`src/rtl/id_ex_stage_if.sv`:
```
// id_ex_stage_if: bundles the ID-side request, WB bypass, stall/flush control
// and EX-side results of the ID/EX pipeline register.
//   master : upstream driver (decode/regfile/WB/control), reads EX results
//   slave  : the ID/EX stage itself
interface id_ex_stage_if;
  logic        stall, flush;
  logic        id_valid;
  logic [4:0]  id_rs, id_rt, id_rd;
  logic [15:0] id_imm16;
  logic [31:0] id_readdat1, id_readdat2;
  logic        id_regwrite, id_memread, id_memwrite, id_memtoreg, id_regdst, id_alusrc;
  logic [1:0]  id_aluop;
  logic        wb_regwrite;
  logic [4:0]  wb_rd;
  logic [31:0] wb_writedata;

  logic        ex_valid;
  logic [31:0] ex_A, ex_B, ex_imm;
  logic [4:0]  ex_rs, ex_rt, ex_dest;
  logic        ex_regwrite, ex_memread, ex_memwrite, ex_memtoreg, ex_alusrc;
  logic [1:0]  ex_aluop;
  logic        hazard_stall, pc_write, ifid_write;
  logic [15:0] bubble_count;

  modport master (
    output stall, flush, id_valid, id_rs, id_rt, id_rd, id_imm16,
           id_readdat1, id_readdat2, id_regwrite, id_memread, id_memwrite,
           id_memtoreg, id_regdst, id_alusrc, id_aluop,
           wb_regwrite, wb_rd, wb_writedata,
    input  ex_valid, ex_A, ex_B, ex_imm, ex_rs, ex_rt, ex_dest,
           ex_regwrite, ex_memread, ex_memwrite, ex_memtoreg, ex_alusrc,
           ex_aluop, hazard_stall, pc_write, ifid_write, bubble_count
  );

  modport slave (
    input  stall, flush, id_valid, id_rs, id_rt, id_rd, id_imm16,
           id_readdat1, id_readdat2, id_regwrite, id_memread, id_memwrite,
           id_memtoreg, id_regdst, id_alusrc, id_aluop,
           wb_regwrite, wb_rd, wb_writedata,
    output ex_valid, ex_A, ex_B, ex_imm, ex_rs, ex_rt, ex_dest,
           ex_regwrite, ex_memread, ex_memwrite, ex_memtoreg, ex_alusrc,
           ex_aluop, hazard_stall, pc_write, ifid_write, bubble_count
  );
endinterface

```
`src/rtl/id_ex_stage.sv`:
```
// id_ex_stage: ID/EX pipeline register of the 5-stage MIPS core.
// Captures decoded controls, register operands (with same-cycle WB bypass)
// and the sign-extended immediate; detects load-use hazards and inserts
// bubbles; honours external stall and flush; counts inserted bubbles.
// Ports:
//   clk  - rising-edge clock
//   rst  - asynchronous active-high reset
//   bus  - id_ex_stage_if.slave (ID inputs, WB bypass, stall/flush, EX outputs)
module id_ex_stage (
  input logic           clk,
  input logic           rst,
  id_ex_stage_if.slave  bus
);

  typedef struct packed {
    logic       regwrite;
    logic       memread;
    logic       memwrite;
    logic       memtoreg;
    logic       alusrc;
    logic [1:0] aluop;
  } ctrl_t;

  logic        valid_q, valid_d;
  ctrl_t       ctrl_q, ctrl_d;
  logic [31:0] a_q, a_d, b_q, b_d, imm_q, imm_d;
  logic [4:0]  rs_q, rs_d, rt_q, rt_d, dest_q, dest_d;
  logic [15:0] bcnt_q, bcnt_d;

  logic [31:0] opnd_a, opnd_b;
  logic        hazard, bubble;
  ctrl_t       id_ctrl;

  // $zero reads as 0 and is never bypassed; otherwise a WB write to the same
  // register this cycle wins over the stale regfile read.
  function automatic logic [31:0] sel_opnd(input logic [4:0] spec,
                                           input logic [31:0] rf_dat,
                                           input logic wb_we,
                                           input logic [4:0] wb_dst,
                                           input logic [31:0] wb_dat);
    if (spec == 5'd0)                    return 32'd0;
    else if (wb_we && (wb_dst == spec))  return wb_dat;
    else                                 return rf_dat;
  endfunction

  always_comb begin
    opnd_a = sel_opnd(bus.id_rs, bus.id_readdat1, bus.wb_regwrite, bus.wb_rd, bus.wb_writedata);
    opnd_b = sel_opnd(bus.id_rt, bus.id_readdat2, bus.wb_regwrite, bus.wb_rd, bus.wb_writedata);

    hazard = bus.id_valid & valid_q & ctrl_q.memread & (rt_q != 5'd0) &
             ((rt_q == bus.id_rs) | (rt_q == bus.id_rt));
    // flush beats stall; a hazard bubble only lands when not stalled
    bubble = bus.flush | (~bus.stall & hazard);

    id_ctrl = '{regwrite: bus.id_regwrite, memread: bus.id_memread,
                memwrite: bus.id_memwrite, memtoreg: bus.id_memtoreg,
                alusrc: bus.id_alusrc, aluop: bus.id_aluop};
  end

  always_comb begin
    valid_d = valid_q;
    ctrl_d  = ctrl_q;
    a_d     = a_q;
    b_d     = b_q;
    imm_d   = imm_q;
    rs_d    = rs_q;
    rt_d    = rt_q;
    dest_d  = dest_q;
    bcnt_d  = bcnt_q;
    if (bubble) begin
      // data/specifier registers deliberately hold
      valid_d = 1'b0;
      ctrl_d  = '0;
      if (bcnt_q != 16'hFFFF) bcnt_d = bcnt_q + 16'd1;
    end else if (!bus.stall) begin
      valid_d = bus.id_valid;
      ctrl_d  = bus.id_valid ? id_ctrl : '0;
      a_d     = opnd_a;
      b_d     = opnd_b;
      imm_d   = {{16{bus.id_imm16[15]}}, bus.id_imm16};
      rs_d    = bus.id_rs;
      rt_d    = bus.id_rt;
      dest_d  = bus.id_regdst ? bus.id_rd : bus.id_rt;
    end
  end

  always_ff @(posedge clk or posedge rst) begin
    if (rst) begin
      valid_q <= 1'b0;
      ctrl_q  <= '0;
      a_q     <= '0;
      b_q     <= '0;
      imm_q   <= '0;
      rs_q    <= '0;
      rt_q    <= '0;
      dest_q  <= '0;
      bcnt_q  <= '0;
    end else begin
      valid_q <= valid_d;
      ctrl_q  <= ctrl_d;
      a_q     <= a_d;
      b_q     <= b_d;
      imm_q   <= imm_d;
      rs_q    <= rs_d;
      rt_q    <= rt_d;
      dest_q  <= dest_d;
      bcnt_q  <= bcnt_d;
    end
  end

  assign bus.ex_valid     = valid_q;
  assign bus.ex_A         = a_q;
  assign bus.ex_B         = b_q;
  assign bus.ex_imm       = imm_q;
  assign bus.ex_rs        = rs_q;
  assign bus.ex_rt        = rt_q;
  assign bus.ex_dest      = dest_q;
  assign bus.ex_regwrite  = ctrl_q.regwrite;
  assign bus.ex_memread   = ctrl_q.memread;
  assign bus.ex_memwrite  = ctrl_q.memwrite;
  assign bus.ex_memtoreg  = ctrl_q.memtoreg;
  assign bus.ex_alusrc    = ctrl_q.alusrc;
  assign bus.ex_aluop     = ctrl_q.aluop;
  assign bus.hazard_stall = hazard;
  assign bus.pc_write     = ~(hazard | bus.stall);
  assign bus.ifid_write   = ~(hazard | bus.stall);
  assign bus.bubble_count = bcnt_q;

endmodule

```
`src/flat_wrapper.sv`:
```
// flat-port wrapper written by rule: the top's interface ports become plain ports
module id_ex_stage_flat 
  (clk, rst, bus_stall, bus_flush, bus_id_valid, bus_id_rs, bus_id_rt, bus_id_rd, bus_id_imm16, bus_id_readdat1, bus_id_readdat2, bus_id_regwrite, bus_id_memread, bus_id_memwrite, bus_id_memtoreg, bus_id_regdst, bus_id_alusrc, bus_id_aluop, bus_wb_regwrite, bus_wb_rd, bus_wb_writedata, bus_ex_valid, bus_ex_A, bus_ex_B, bus_ex_imm, bus_ex_rs, bus_ex_rt, bus_ex_dest, bus_ex_regwrite, bus_ex_memread, bus_ex_memwrite, bus_ex_memtoreg, bus_ex_alusrc, bus_ex_aluop, bus_hazard_stall, bus_pc_write, bus_ifid_write, bus_bubble_count);
  id_ex_stage_if bus_i ();
  input logic clk;
  input logic rst;
  input wire logic [$bits(bus_i.stall)-1:0] bus_stall;
  input wire logic [$bits(bus_i.flush)-1:0] bus_flush;
  input wire logic [$bits(bus_i.id_valid)-1:0] bus_id_valid;
  input wire logic [$bits(bus_i.id_rs)-1:0] bus_id_rs;
  input wire logic [$bits(bus_i.id_rt)-1:0] bus_id_rt;
  input wire logic [$bits(bus_i.id_rd)-1:0] bus_id_rd;
  input wire logic [$bits(bus_i.id_imm16)-1:0] bus_id_imm16;
  input wire logic [$bits(bus_i.id_readdat1)-1:0] bus_id_readdat1;
  input wire logic [$bits(bus_i.id_readdat2)-1:0] bus_id_readdat2;
  input wire logic [$bits(bus_i.id_regwrite)-1:0] bus_id_regwrite;
  input wire logic [$bits(bus_i.id_memread)-1:0] bus_id_memread;
  input wire logic [$bits(bus_i.id_memwrite)-1:0] bus_id_memwrite;
  input wire logic [$bits(bus_i.id_memtoreg)-1:0] bus_id_memtoreg;
  input wire logic [$bits(bus_i.id_regdst)-1:0] bus_id_regdst;
  input wire logic [$bits(bus_i.id_alusrc)-1:0] bus_id_alusrc;
  input wire logic [$bits(bus_i.id_aluop)-1:0] bus_id_aluop;
  input wire logic [$bits(bus_i.wb_regwrite)-1:0] bus_wb_regwrite;
  input wire logic [$bits(bus_i.wb_rd)-1:0] bus_wb_rd;
  input wire logic [$bits(bus_i.wb_writedata)-1:0] bus_wb_writedata;
  output wire logic [$bits(bus_i.ex_valid)-1:0] bus_ex_valid;
  output wire logic [$bits(bus_i.ex_A)-1:0] bus_ex_A;
  output wire logic [$bits(bus_i.ex_B)-1:0] bus_ex_B;
  output wire logic [$bits(bus_i.ex_imm)-1:0] bus_ex_imm;
  output wire logic [$bits(bus_i.ex_rs)-1:0] bus_ex_rs;
  output wire logic [$bits(bus_i.ex_rt)-1:0] bus_ex_rt;
  output wire logic [$bits(bus_i.ex_dest)-1:0] bus_ex_dest;
  output wire logic [$bits(bus_i.ex_regwrite)-1:0] bus_ex_regwrite;
  output wire logic [$bits(bus_i.ex_memread)-1:0] bus_ex_memread;
  output wire logic [$bits(bus_i.ex_memwrite)-1:0] bus_ex_memwrite;
  output wire logic [$bits(bus_i.ex_memtoreg)-1:0] bus_ex_memtoreg;
  output wire logic [$bits(bus_i.ex_alusrc)-1:0] bus_ex_alusrc;
  output wire logic [$bits(bus_i.ex_aluop)-1:0] bus_ex_aluop;
  output wire logic [$bits(bus_i.hazard_stall)-1:0] bus_hazard_stall;
  output wire logic [$bits(bus_i.pc_write)-1:0] bus_pc_write;
  output wire logic [$bits(bus_i.ifid_write)-1:0] bus_ifid_write;
  output wire logic [$bits(bus_i.bubble_count)-1:0] bus_bubble_count;
  assign bus_i.stall = bus_stall;
  assign bus_i.flush = bus_flush;
  assign bus_i.id_valid = bus_id_valid;
  assign bus_i.id_rs = bus_id_rs;
  assign bus_i.id_rt = bus_id_rt;
  assign bus_i.id_rd = bus_id_rd;
  assign bus_i.id_imm16 = bus_id_imm16;
  assign bus_i.id_readdat1 = bus_id_readdat1;
  assign bus_i.id_readdat2 = bus_id_readdat2;
  assign bus_i.id_regwrite = bus_id_regwrite;
  assign bus_i.id_memread = bus_id_memread;
  assign bus_i.id_memwrite = bus_id_memwrite;
  assign bus_i.id_memtoreg = bus_id_memtoreg;
  assign bus_i.id_regdst = bus_id_regdst;
  assign bus_i.id_alusrc = bus_id_alusrc;
  assign bus_i.id_aluop = bus_id_aluop;
  assign bus_i.wb_regwrite = bus_wb_regwrite;
  assign bus_i.wb_rd = bus_wb_rd;
  assign bus_i.wb_writedata = bus_wb_writedata;
  assign bus_ex_valid = bus_i.ex_valid;
  assign bus_ex_A = bus_i.ex_A;
  assign bus_ex_B = bus_i.ex_B;
  assign bus_ex_imm = bus_i.ex_imm;
  assign bus_ex_rs = bus_i.ex_rs;
  assign bus_ex_rt = bus_i.ex_rt;
  assign bus_ex_dest = bus_i.ex_dest;
  assign bus_ex_regwrite = bus_i.ex_regwrite;
  assign bus_ex_memread = bus_i.ex_memread;
  assign bus_ex_memwrite = bus_i.ex_memwrite;
  assign bus_ex_memtoreg = bus_i.ex_memtoreg;
  assign bus_ex_alusrc = bus_i.ex_alusrc;
  assign bus_ex_aluop = bus_i.ex_aluop;
  assign bus_hazard_stall = bus_i.hazard_stall;
  assign bus_pc_write = bus_i.pc_write;
  assign bus_ifid_write = bus_i.ifid_write;
  assign bus_bubble_count = bus_i.bubble_count;
  id_ex_stage u_core (.clk(clk), .rst(rst), .bus(bus_i));
endmodule
```
`config.mk`:
```
export PLATFORM = sky130hd
export DESIGN_NAME = id_ex_stage_flat
export DESIGN_NICKNAME = d
export VERILOG_FILES = /design/src/rtl/id_ex_stage_if.sv /design/src/rtl/id_ex_stage.sv /design/src/flat_wrapper.sv
export SDC_FILE = /design/constraint.sdc
export NUM_CORES = 1
export LEC_CHECK = 0
export ABC_AREA = 1
export BUFFER_PORTS_ARGS = -buffer_cell sky130_fd_sc_hd__buf_2
export CORE_ASPECT_RATIO = 1.2
export CORE_UTILIZATION = 30
export DETAILED_ROUTE_END_ITERATION = 16
export MAX_ROUTING_LAYER = met4
export REMOVE_ABC_BUFFERS = 1
export SETUP_SLACK_MARGIN = 0.5
export SLEW_MARGIN = 20
export SYNTH_ARGS = -nofsm -noshare
export SYNTH_HDL_FRONTEND = slang
export SYNTH_SLANG_ARGS = --single-unit
```
`constraint.sdc`:
```
create_clock -name clk -period 7 [get_ports clk]
set_clock_uncertainty 0.1 [all_clocks]
set_input_delay 2.1 -clock clk [delete_from_list [all_inputs] [get_ports clk]]
set_output_delay 2.1 -clock clk [all_outputs]
set_load 0.1 [all_outputs]
```
== Word-level counts from Yosys, hierarchy flattened ==
Cells that the tools add are included.
Storage, ports and cells
  output and inout bits: 138
  input bits: 146
  bits in registers: 119
Cells by class
  equality and inequality tests: 6
  bitwise operators: 11
  reduce and logical (&&, ||, !) cells: 7
  add/subtract/negate cells: 1
  mux-type cells: 10
Operators with widths (count)
  $mux W32: 4
  $mux W7: 3
  $eq A5 B5 Y1: 4
  $add A16 B1 Y16 const B: 1
  $ne A16 B16 Y1 const B: 1
  $logic_not A5 Y1: 2
  $and A1 B1 Y1: 5
  $mux W5: 1
  $reduce_bool A5 Y1: 1
  $reduce_and A2 Y1: 2
  $not A1 Y1: 3
  $or A1 B1 Y1: 3
  $logic_and A1 B1 Y1: 2
  $mux W1: 2
  $ne A2 B1 Y1 const B: 1

== Logic depth before layout (Yosys ltp) ==
Gate-level depths: netlist of run 1.
  depth in word-level cells: 8
  mapped depth: 12
  depth with buffers taken out: 11

== Least setup slack after synthesis of run 1 ==
No wires, ideal clock.
  path kind: input port to output port
  start point: input bus_id_valid
  end point: output bus_hazard_stall
  data arrival time: 3.601 ns
  data required time: 4.800 ns
  slack: 1.199 ns
  stages: 9
  cells stage by stage: buf_2 nand2_1 nor2_1 o21ai_0 inv_1 nand2_2 buf_2 buf_4 inv_1
On the way
  cells in the longest elaborated chain, start to end: 4
RTL lines
  from (decl): line flat_wrapper.sv:9  | input wire logic [$bits(bus_i.id_valid)-1:0] bus_id_valid;
  $and A1 B1 Y1 (4 in series): line id_ex_stage.sv:50  | hazard = bus.id_valid & valid_q & ctrl_q.memread & (rt_q != 5'd0) &
  to (decl): line flat_wrapper.sv:39  | output wire logic [$bits(bus_i.hazard_stall)-1:0] bus_hazard_stall;
Every way passes these cells.

== Final worst setup path of run 1 ==
  start point: input bus_id_rs[0]
  end point: output bus_ifid_write
On the way
  cells in the longest elaborated chain, start to end: 5
RTL lines
  from (decl): line flat_wrapper.sv:10  | input wire logic [$bits(bus_i.id_rs)-1:0] bus_id_rs;
  $eq A5 B5 Y1: line id_ex_stage.sv:51  | ((rt_q == bus.id_rs) | (rt_q == bus.id_rt));
  $or A1 B1 Y1: line id_ex_stage.sv:51
  $and A1 B1 Y1: line id_ex_stage.sv:50
  $or A1 B1 Y1: line id_ex_stage.sv:126  | assign bus.ifid_write = ~(hazard | bus.stall);
  $not A1 Y1: line id_ex_stage.sv:126
  to (decl): line flat_wrapper.sv:41  | output wire logic [$bits(bus_i.ifid_write)-1:0] bus_ifid_write;
Every way passes these cells.

==> results.json, run 1 <==
{
  "outcome": "finished clean",
  "cp-end-kind": "output port",
  "die_x_um": 141.9,
  "drt_wl_total_um": 22190,
  "grt_max_degree": 76,
  "ctsRootBufferMaster": "clkbuf_16",
  "clk_latency_ns": 0.40,
  "worst_pin_slew_ns": 0.8959,
  "row_count": 61,
  "synth_cell_types": 24,
  "core_area_um2": 23130,
  "grt_util_met3_pct": 4.361,
  "ios": 284,
  "critPathMostFrequentCell": "nand2_1",
  "hold_viol_final": 0,
  "busiest_layer": "met2",
  "synth.area.top_cells": "dfrtp_1 (42%), nand2_1 (23%), nor2_1 (8.2%), nand3_1 (6.5%), inv_1 (5.6%)",
  "grtUsageMet1_pct": 22.87,
  "cts_buffers": 17,
  "die_h_um": 169.9,
  "slew_headroom_pct": 40.27,
  "grt_setup_unrepaired": "no",
  "start_kind": "input pin",
  "worstPathRequired_ns": 4.80,
  "cts_tree": "done",
  "finalWorstSetupSlack_ns": 1.405,
  "post_dp_cell_area_um2": 8537,
  "worst_ep_arrival_time_ns": 3.40,
  "dr_total_vias": 7340,
  "drtAntennaViolNets": 0,
  "area_delta_synth_final_pct": 29.60,
  "dieArea_um2": 24100,
  "synth.avg_cell_area_um2": 6.597,
  "crit_slowest_cell": "buf_2",
  "cp_max_fo": 4,
  "finalMaxSlewViolations": 0,
  "hold_path_class": "reg2reg",
  "cts_resized": 0,
  "cap_violations": 0,
  "drc": 0,
  "drive_gt1_share_pct": 25.64,
  "netlist_area_um2": 7046,
  "grt_pass1_vias": 6933,
  "max_freq_mhz": 178.7,
  "cts_buffer_depth": 2,
  "clk_pin_slew_worst_paths_ns": 0.06,
  "routedWlPerCell_um": 13.58,
  "setup_viol": 0,
  "slowest_delay_ns": 0.47,
  "yosys_warnings": 0,
  "irDropWorstVdd_mv": 0.1375,
  "track_usage_pct": 19.27,
  "initial_core_util_pct": 30.47,
  "hold_slack_ns": 0.3657,
  "yosysSeqAreaShare_pct": 42.27,
  "cts-hold-fix-buffers": 0,
  "yosysTopAreaCellShare_pct": 42.27,
  "overflow": 0,
  "synth_cells": 1068,
  "io_buffer_count": 283,
  "grt_pass1_wl_um": 35440,
  "layout.nets": 1452,
  "viasPerCell": 4.492,
  "gp_congestion": 0.8802,
  "place_ws_ns": 1.400,
  "synth_seq_cells": 119,
  "fin_crit_sh_pct": 79.93,
  "dp_hpwl_um": 15090,
  "yosys.area.top_type": "dfrtp_1",
  "p_leak_nw": 5.732,
  "finalPower_w": 0.002848,
  "use_met2_pct": 32.47,
  "clock_sinks": 119,
  "h-tree-depth": 4,
  "crit_chain": "buf_2 -> inv_1 -> nand2_1 -> nand2_1 -> nor2_1 -> nand3_1 -> nand2_1 -> a21oi_4 -> buf_2",
  "post_cts.repair.setup_buffers": 0,
  "fin_crit_ns": 5.595,
  "antenna_found_initial": 1,
  "firstDrtPassIters": 5,
  "p_per_area_nw_per_um2": 311.9,
  "drt_iter0_drc": 366,
  "fin_area_um2": 9131,
  "worst-setup-path-type": "in2out"
}
-- registers in the layout, indices dropped and copies added, names as in the netlist --
name                     count
u_core.bus.ex_memtoreg       1
u_core.bus.ex_rs             5
u_core.bus.ex_alusrc         1
u_core.bus.ex_aluop          2
u_core.bus.ex_memwrite       1
u_core.bus.bubble_count     16
u_core.bus.ex_rt             5
u_core.bus.ex_B             32
u_core.bus.ex_dest           5
u_core.bus.ex_memread        1
u_core.bus.ex_regwrite       1
u_core.bus.ex_A             32
u_core.bus.ex_valid          1
u_core.bus.ex_imm           16
-- synthesized netlist by cell type --
library cell,count
buf_2,15
a21oi_1,1
nand4_1,41
nand2_1,440
buf_1,2
dfrtp_1,119
nand3b_1,1
buf_4,30
nand3_2,3
nor3_1,7
clkinv_1,1
clkbuf_1,28
xnor2_1,8
inv_1,105
nand2_2,2
ha_1,1
buf_6,1
inv_2,2
xor2_1,8
nand3_1,91
nand2_4,1
mux2_2,1
nor2_1,153
o21ai_0,7
-- metal layers --
| layer | share of wire, % | wire length, um | vias up |
|---|---|---|---|
| met5 | 0 | 0 | - |
| met1 | 44 | 9759 | 3365 |
| li1 | - | - | 3723 |
| met3 | 5.2 | 1164 | 23 |
| met2 | 49 | 10910 | 229 |
| met4 | 1.6 | 348 | 0 |
-- cell families after synthesis --
group                      share of synthesized area, %
and+or+nand+nor                                   43.07
buffers and inverters                             11.77
DFF                                               42.27
xor gates and xnor gates                          1.989
AOI/OAI and AO/OA                                0.5682
muxes                                            0.1598
adders and majority gates                        0.1776
-- stage by stage --
stage               setup TNS [ns]  util, %  instances
floorplan                  -172.77        -        992
global placement                 0    36.92       1601
detailed placement               0    36.92       1601
CTS                              0    39.47       1633
global route                     0    39.48       1634
finish                           0    39.48       1634
-- power breakdown --
| group | switching, W | internal (W) |
|---|---|---|
| logic | 0.000950 | 0.000175 |
| registers | 0.0000653 | 0.000773 |
| clock network | 0.000353 | 0.000532 |
| total | 0.00137 | 0.00148 |
-- layout by cell type, fill, tap and decap left out, types with 2 or more instances in the layout --
cell / instances
clkinv_2: 2
bufinv_16: 2
dfrtp_1: 119
clkbuf_16: 17
inv_6: 6
clkinvlp_4: 3
nor2_1: 153
buf_2: 283
o21ai_0: 7
inv_1: 104
nand3_2: 2
nand3_1: 91
buf_4: 11
nand2_2: 2
inv_2: 2
nand4_1: 41
xor2_1: 8
nand2_1: 440
clkinv_4: 3
nor3_1: 7
xnor2_1: 8
-- worst paths after layout --
check                                       from                           to  slack [ns]  cells past startpoint
hold reg to reg            u_core.bus.ex_imm[10]        u_core.bus.ex_imm[10]        0.37                      2
setup reg to reg             u_core.bus.ex_rt[0]          u_core.bus.ex_B[10]        3.91                     12
hold / removal             u_core.bus.ex_imm[10]        u_core.bus.ex_imm[10]        0.37                      2
setup / recovery                    bus_id_rs[0]               bus_ifid_write        1.40                      9
max in group asynchronous                    rst          u_core.bus.ex_B[26]        4.22                      3
min in group asynchronous                    rst  u_core.bus.bubble_count[12]        1.52                      2
-- layout make-up --
cell class	count	area (um^2)
fillers	2538	13990
flip-flops and latches	119	2978
inverters	108	409.1
well taps	315	394.1
repair buffers	294	1499
clock inverters	15	166.4
diodes	1	2.502
multi-input cells	765	3257
clock buffers	17	425.4
-- worst max-delay path, delay by kind of cell --
| family | cells | cell delay, ns |
|---|---|---|
| buffers and inverters | 3 | 0.68 |
| AND/OR/NAND/NOR | 5 | 0.38 |
| AO/OA/AOI/OAI | 1 | 0.23 |
Power figures use the tool's default switching activity.
==> run 2, diff against run 1 <==
- clock period: 7 -> 5.75 ns (I/O delays scaled with it)
==> run 2 against run 1 <==
Effect of this change: design area grew 0.53%; cell count down 0.12%; global-route usage increased by 0.23 points; worst setup slack got worse by 0.48 ns; non-clock buffer count down 1; die area is the same; combinational power is 21% higher; largest cell class unchanged; highest routed layer unchanged.
==> results.json, run 2 (synthesis results as in run 1) <==
{
  "die_h_um": 169.9,
  "min_from": "u_core.bus.ex_imm[9]",
  "hold_path_class": "reg2reg",
  "multiInputGateArea_um2": 3257,
  "ios": 284,
  "grtUsageMet1_pct": 23.08,
  "fin_area_um2": 9180,
  "dp_cells": 1600,
  "track_usage_pct": 19.49,
  "finalPower_w": 0.003554,
  "cts_tree": "done",
  "clk_latency_ns": 0.41,
  "dr_total_vias": 7332,
  "cts_buffers": 17,
  "drt_iter0_drc": 286,
  "routedWlPerCell_um": 13.60,
  "initial_core_util_pct": 30.47,
  "antenna_found_initial": 0,
  "worstPathRequired_ns": 3.92,
  "fin_crit_ns": 4.822,
  "register_area_um2": 2978,
  "area_delta_synth_final_pct": 30.30,
  "irDropWorstVdd_mv": 0.1828,
  "clk_pin_slew_worst_paths_ns": 0.06,
  "io_buffer_count": 283,
  "grt_pass1_wl_um": 35960,
  "worst_ep_arrival_time_ns": 3.00,
  "layout.nets": 1451,
  "layout_commonest_cell": "nand2_1",
  "fin_cells": 1632,
  "cts-hold-fix-buffers": 0,
  "post_cts.repair.setup_buffers": 0,
  "viasPerCell": 4.493,
  "h-tree-depth": 4,
  "ctsRootBufferMaster": "clkbuf_16",
  "fin_crit_sh_pct": 83.87,
  "crit_start": "bus_id_rs[0]",
  "setup_viol": 0,
  "hold_viol_final": 0,
  "busiest_layer": "met2",
  "gp_congestion": 0.8820,
  "clock_sinks": 119,
  "slew_headroom_pct": 35.83,
  "worst-setup-path-type": "in2out",
  "drtAntennaViolNets": 0,
  "p_leak_nw": 5.751,
  "p_per_area_nw_per_um2": 387.2,
  "grt_setup_unrepaired": "no",
  "die_x_um": 141.9,
  "overflow": 0,
  "fill_cells": 2539,
  "use_met2_pct": 33.18,
  "cp_max_fo": 4,
  "grt_util_met3_pct": 3.827,
  "row_count": 61,
  "diodes": 0,
  "max_freq_mhz": 207.4,
  "grt_pass1_vias": 7059,
  "grt_max_degree": 74,
  "worst_pin_slew_ns": 0.9615,
  "cts_resized": 0,
  "firstDrtPassIters": 5,
  "final_core_util_pct": 39.70,
  "start_kind": "input pin",
  "dieArea_um2": 24100,
  "final_cell_mix": "nand2_1 (440), buf_2 (283), nor2_1 (153)",
  "r2r_start": "u_core.bus.ex_rt[2]",
  "finalMaxSlewViolations": 0,
  "post_dp_cell_area_um2": 8542,
  "drt_wl_total_um": 22200,
  "core_area_um2": 23130,
  "outcome": "finished clean",
  "drc": 0,
  "cp-end-kind": "output port",
  "dp_hpwl_um": 14940,
  "drive_gt1_share_pct": 25.51,
  "cts_buffer_depth": 2,
  "cap_violations": 0
}
run 2: changes by cell type in the layout (fill, tap and decap cells not counted), sizes merged:
cell and change:
bufinv +2, buf -1, clkinv -1, diode -1, clkbuf +2, inv -3
run 2: path summary, 6_finish.rpt:
kind	slack (ns)	cells after the start	to
worst max-delay path	0.93	9	bus_pc_write
worst max register to register	2.89	12	u_core.bus.ex_B[20]
worst min register to register	0.36	2	u_core.bus.ex_imm[9]
min in group asynchronous	1.35	2	u_core.bus.bubble_count[10]
worst min-delay path	0.36	2	u_core.bus.ex_imm[9]
max in group asynchronous	3.33	3	u_core.bus.ex_B[26]
run 2: through the flow:
step           hold slack, ns  setup TNS, ns  setup slack (ns)
3_3_place_gp           0.3486              0            0.9303
3_5_place_dp           0.3531              0            0.9300
2_1_floorplan          0.8814        -245.89            -6.500
5_1_grt                0.3839              0            0.8012
4_1_cts                0.3674              0            0.9259
6_report               0.3648              0            0.9276
run 2: report_power, final:
group / switching [W] / leakage (nW) / internal (W)
Sequential: 0.0000788 / 1.50 / 0.000941
Clock: 0.000421 / 0.301 / 0.000744
Combinational: 0.00116 / 3.95 / 0.000213
run 2: final cells by class:
class / instances / area share (%)
Sequential cell: 119 / 32.44
Tap cell: 315 / 4.293
Multi-Input combinational cell: 765 / 35.48
Clock inverter: 13 / 2.126
Inverter: 108 / 4.457
Clock buffer: 19 / 4.825
Timing Repair Buffer: 293 / 16.38
run 2: critical path, cell delays in order:
cell     delay [ns]
buf_2          0.11
inv_1          0.11
nand2_1        0.06
nand2_1        0.06
nor2_1         0.03
nand3_1        0.08
nand2_1        0.12
a21oi_4        0.23
buf_2          0.47
run 2: layer usage:
layer / vias to the layer above / share of wire (%)
met5: - / 0
met4: 0 / 1.5
met3: 22 / 5.8
met2: 240 / 50
met1: 3353 / 43
li1: 3717 / -
==> run 3, diff against run 2 <==
- ABC_AREA: 1 -> 0
- clock period: 5.75 -> 4.3 ns (I/O delays scaled with it)
==> run 3 against run 2 <==
Effect of this change: first-iteration DRC count down 36%; critical endpoint is now bus_hazard_stall; die area is 16% lower; core utilization increased by 2.6 points; clock power increased by 25%; sequential cell count stayed put; design area decreased by 10%; power rose by 36%; wire length is 26% lower; global-route usage down 3.2 points; worst setup slack lost 0.42 ns; via count shrank 35%.
==> results.json, run 3 <==
{
  "outcome": "finished clean",
  "yosysMostFrequentCell": "dfrtp_1",
  "dieArea_um2": 20340,
  "synth_common_cells": "dfrtp_1 (119), nand2_1 (74), mux2i_1 (69)",
  "die_x_um": 130.4,
  "diodes": 0,
  "synth.avg_cell_area_um2": 11.72,
  "synth.mux.area_fraction_pct": 17.78,
  "worst_pin_slew_ns": 0.6207,
  "start_kind": "input pin",
  "synth_edf_count": 0,
  "yosys.area_share.simple_pct": 8.606,
  "clk_pin_slew_worst_paths_ns": 0.05,
  "antenna_found_initial": 0,
  "final_cell_mix": "buf_2 (276), dfrtp_1 (119), nand2_1 (74)",
  "worst-setup-path-type": "in2out",
  "critPathMostFrequentCell": "buf_12",
  "worst_ep_arrival_time_ns": 2.41,
  "cp-end-kind": "output port",
  "gp_congestion": 0.8174,
  "fin_tns_setup_ns": 0,
  "netlist_area_um2": 5932,
  "layout.nets": 916,
  "synth_fa_ha_area_share_pct": 0.2109,
  "hold_viol_final": 0,
  "area_delta_synth_final_pct": 38.77,
  "hold_path_class": "reg2reg",
  "place_ws_ns": 0.2436,
  "overflow": 0,
  "rr_endpoint": "u_core.bus.bubble_count[1]",
  "ctsRootBufferMaster": "clkbuf_16",
  "cts-hold-fix-buffers": 0,
  "synth_ff_type": "dfrtp_1",
  "yosysSeqAreaShare_pct": 50.20,
  "drive_gt1_share_pct": 47.76,
  "synth_cell_types": 34,
  "grt_max_degree": 89,
  "drc": 0,
  "slowest_delay_ns": 0.21,
  "firstDrtPassIters": 4,
  "cts_tree": "done",
  "min_from": "u_core.bus.ex_B[29]",
  "row_count": 56,
  "clk_latency_ns": 0.41,
  "synthArstFlopShare_pct": 100.0,
  "initial_core_util_pct": 30.45,
  "synth_top_family_by_area": "multiplexers",
  "dp_cells": 1008,
  "cap_violations": 0,
  "io_buffer_count": 283,
  "grt_pass1_vias": 4602,
  "irDropWorstVdd_mv": 0.2531,
  "rrSetupSlack_ns": 1.72,
  "track_usage_pct": 16.29,
  "cts_buffers": 17,
  "die_h_um": 156.0,
  "slew_headroom_pct": 58.52,
  "viasPerCell": 4.601,
  "finalMaxSlewViolations": 0,
  "drt_wl_total_um": 16360,
  "hold_slack_ns": 0.3696,
  "dp_hpwl_um": 11850,
  "cts_buffer_depth": 2,
  "synth_cells": 506,
  "yosys.area.top_type": "dfrtp_1",
  "worstPathRequired_ns": 2.91,
  "holdPathStages": 2,
  "clock_sinks": 119,
  "synth-xor-area-share_pct": 5.168,
  "min_to": "u_core.bus.ex_B[29]",
  "setup_viol": 0,
  "fin_crit_sh_pct": 88.30,
  "crit_buf_inv": 3,
  "routedWlPerCell_um": 15.70,
  "r2r_start": "u_core.bus.bubble_count[0]",
  "layout_commonest_cell": "buf_2",
  "h-tree-depth": 4,
  "synth.area.top_cells": "dfrtp_1 (50%), mux2i_1 (12%), o31ai_1 (8.2%), nand2_1 (4.7%), mux2_4 (4.0%)",
  "path_delay_family": "buffers and inverters",
  "dr_total_vias": 4794,
  "r2r_cells": 6,
  "p_per_area_nw_per_um2": 586.8,
  "yosys_warnings": 0,
  "synth_seq_cells": 119,
  "finalWorstSetupSlack_ns": 0.5032,
  "synth_compound_area_share_pct": 11.12,
  "drtAntennaViolNets": 0,
  "crit_chain": "buf_12 -> xor2_2 -> nor3_2 -> a22oi_2 -> nor2_2 -> buf_6 -> buf_12",
  "grt_pass1_wl_um": 24500,
  "max_freq_mhz": 263.4,
  "fin_crit_ns": 3.797,
  "yosysTopAreaCellShare_pct": 50.20,
  "cp_max_fo": 4,
  "ios": 284,
  "drt_iter0_drc": 184,
  "finalPower_w": 0.004830,
  "p_leak_nw": 3.998,
  "grt_setup_unrepaired": "yes",
  "crit_slowest_cell": "nor2_2",
  "fin_cells": 1042,
  "core_area_um2": 19480
}
-- run 3: worst max path at each step --
stage / from / slack, ns / cells after the start / end
6_report: bus_id_rs[0] / 0.50 / 7 / bus_hazard_stall
5_1_grt: bus_id_rs[0] / 0.45 / 7 / bus_hazard_stall
3_5_place_dp: bus_id_rs[0] / 0.24 / 7 / bus_pc_write
2_1_floorplan: u_core.bus.ex_imm[15] / -7.51 / 0 / bus_ex_imm[15]
4_1_cts: bus_id_rs[2] / 0.46 / 7 / bus_pc_write
3_3_place_gp: bus_id_rs[0] / 0.25 / 7 / bus_pc_write
-- run 3: final cells by class --
class	count	area, um^2
clock buffers	19	452.9
inverters	4	17.52
repair buffers	297	1679
fillers	1945	11250
flip-flops and latches	119	2978
well taps	261	326.6
multi-input cells	330	2625
clock inverters	12	152.6
-- run 3: per-layer routing --
layer	global-route usage, %	routed length (um)
met1	18.88	6919
met2	27.10	8135
met3	4.492	1067
met4	5.200	242
met5	-	0
-- run 3: cell families after synthesis --
group / count (synthesis)
compound gates: 85
xor+xnor: 35
fa+ha+maj: 1
buf+inv: 57
flops: 119
mux: 96
simple gates: 113
-- run 3: timing repair --
item / CTS / global route
pin swaps: 2 / 4
resized for setup: 4 / 20
setup buffers: 0 / 3
endpoints found under the setup margin: 3 / 3
-- run 3: through the flow --
step                      area, um^2  utilization [%]
final                           8232            42.26
after global routing            8232            42.26
after CTS                       8132            41.75
after detailed placement        7511            38.56
after global placement          7511            38.56
after floorplan                 5537                -
-- run 3: power breakdown --
part / switching (W) / internal [W] / total, W
clock: 0.000515 / 0.000938 / 0.00145
combinational: 0.00164 / 0.000342 / 0.00198
sequential: 0.000119 / 0.00128 / 0.00140
-- run 3: tightest hold or removal path: stages, from the launching register on --
cell and delay, ns:
dfrtp_1 0.33, nand2_1 0.05, o31ai_1 0.05
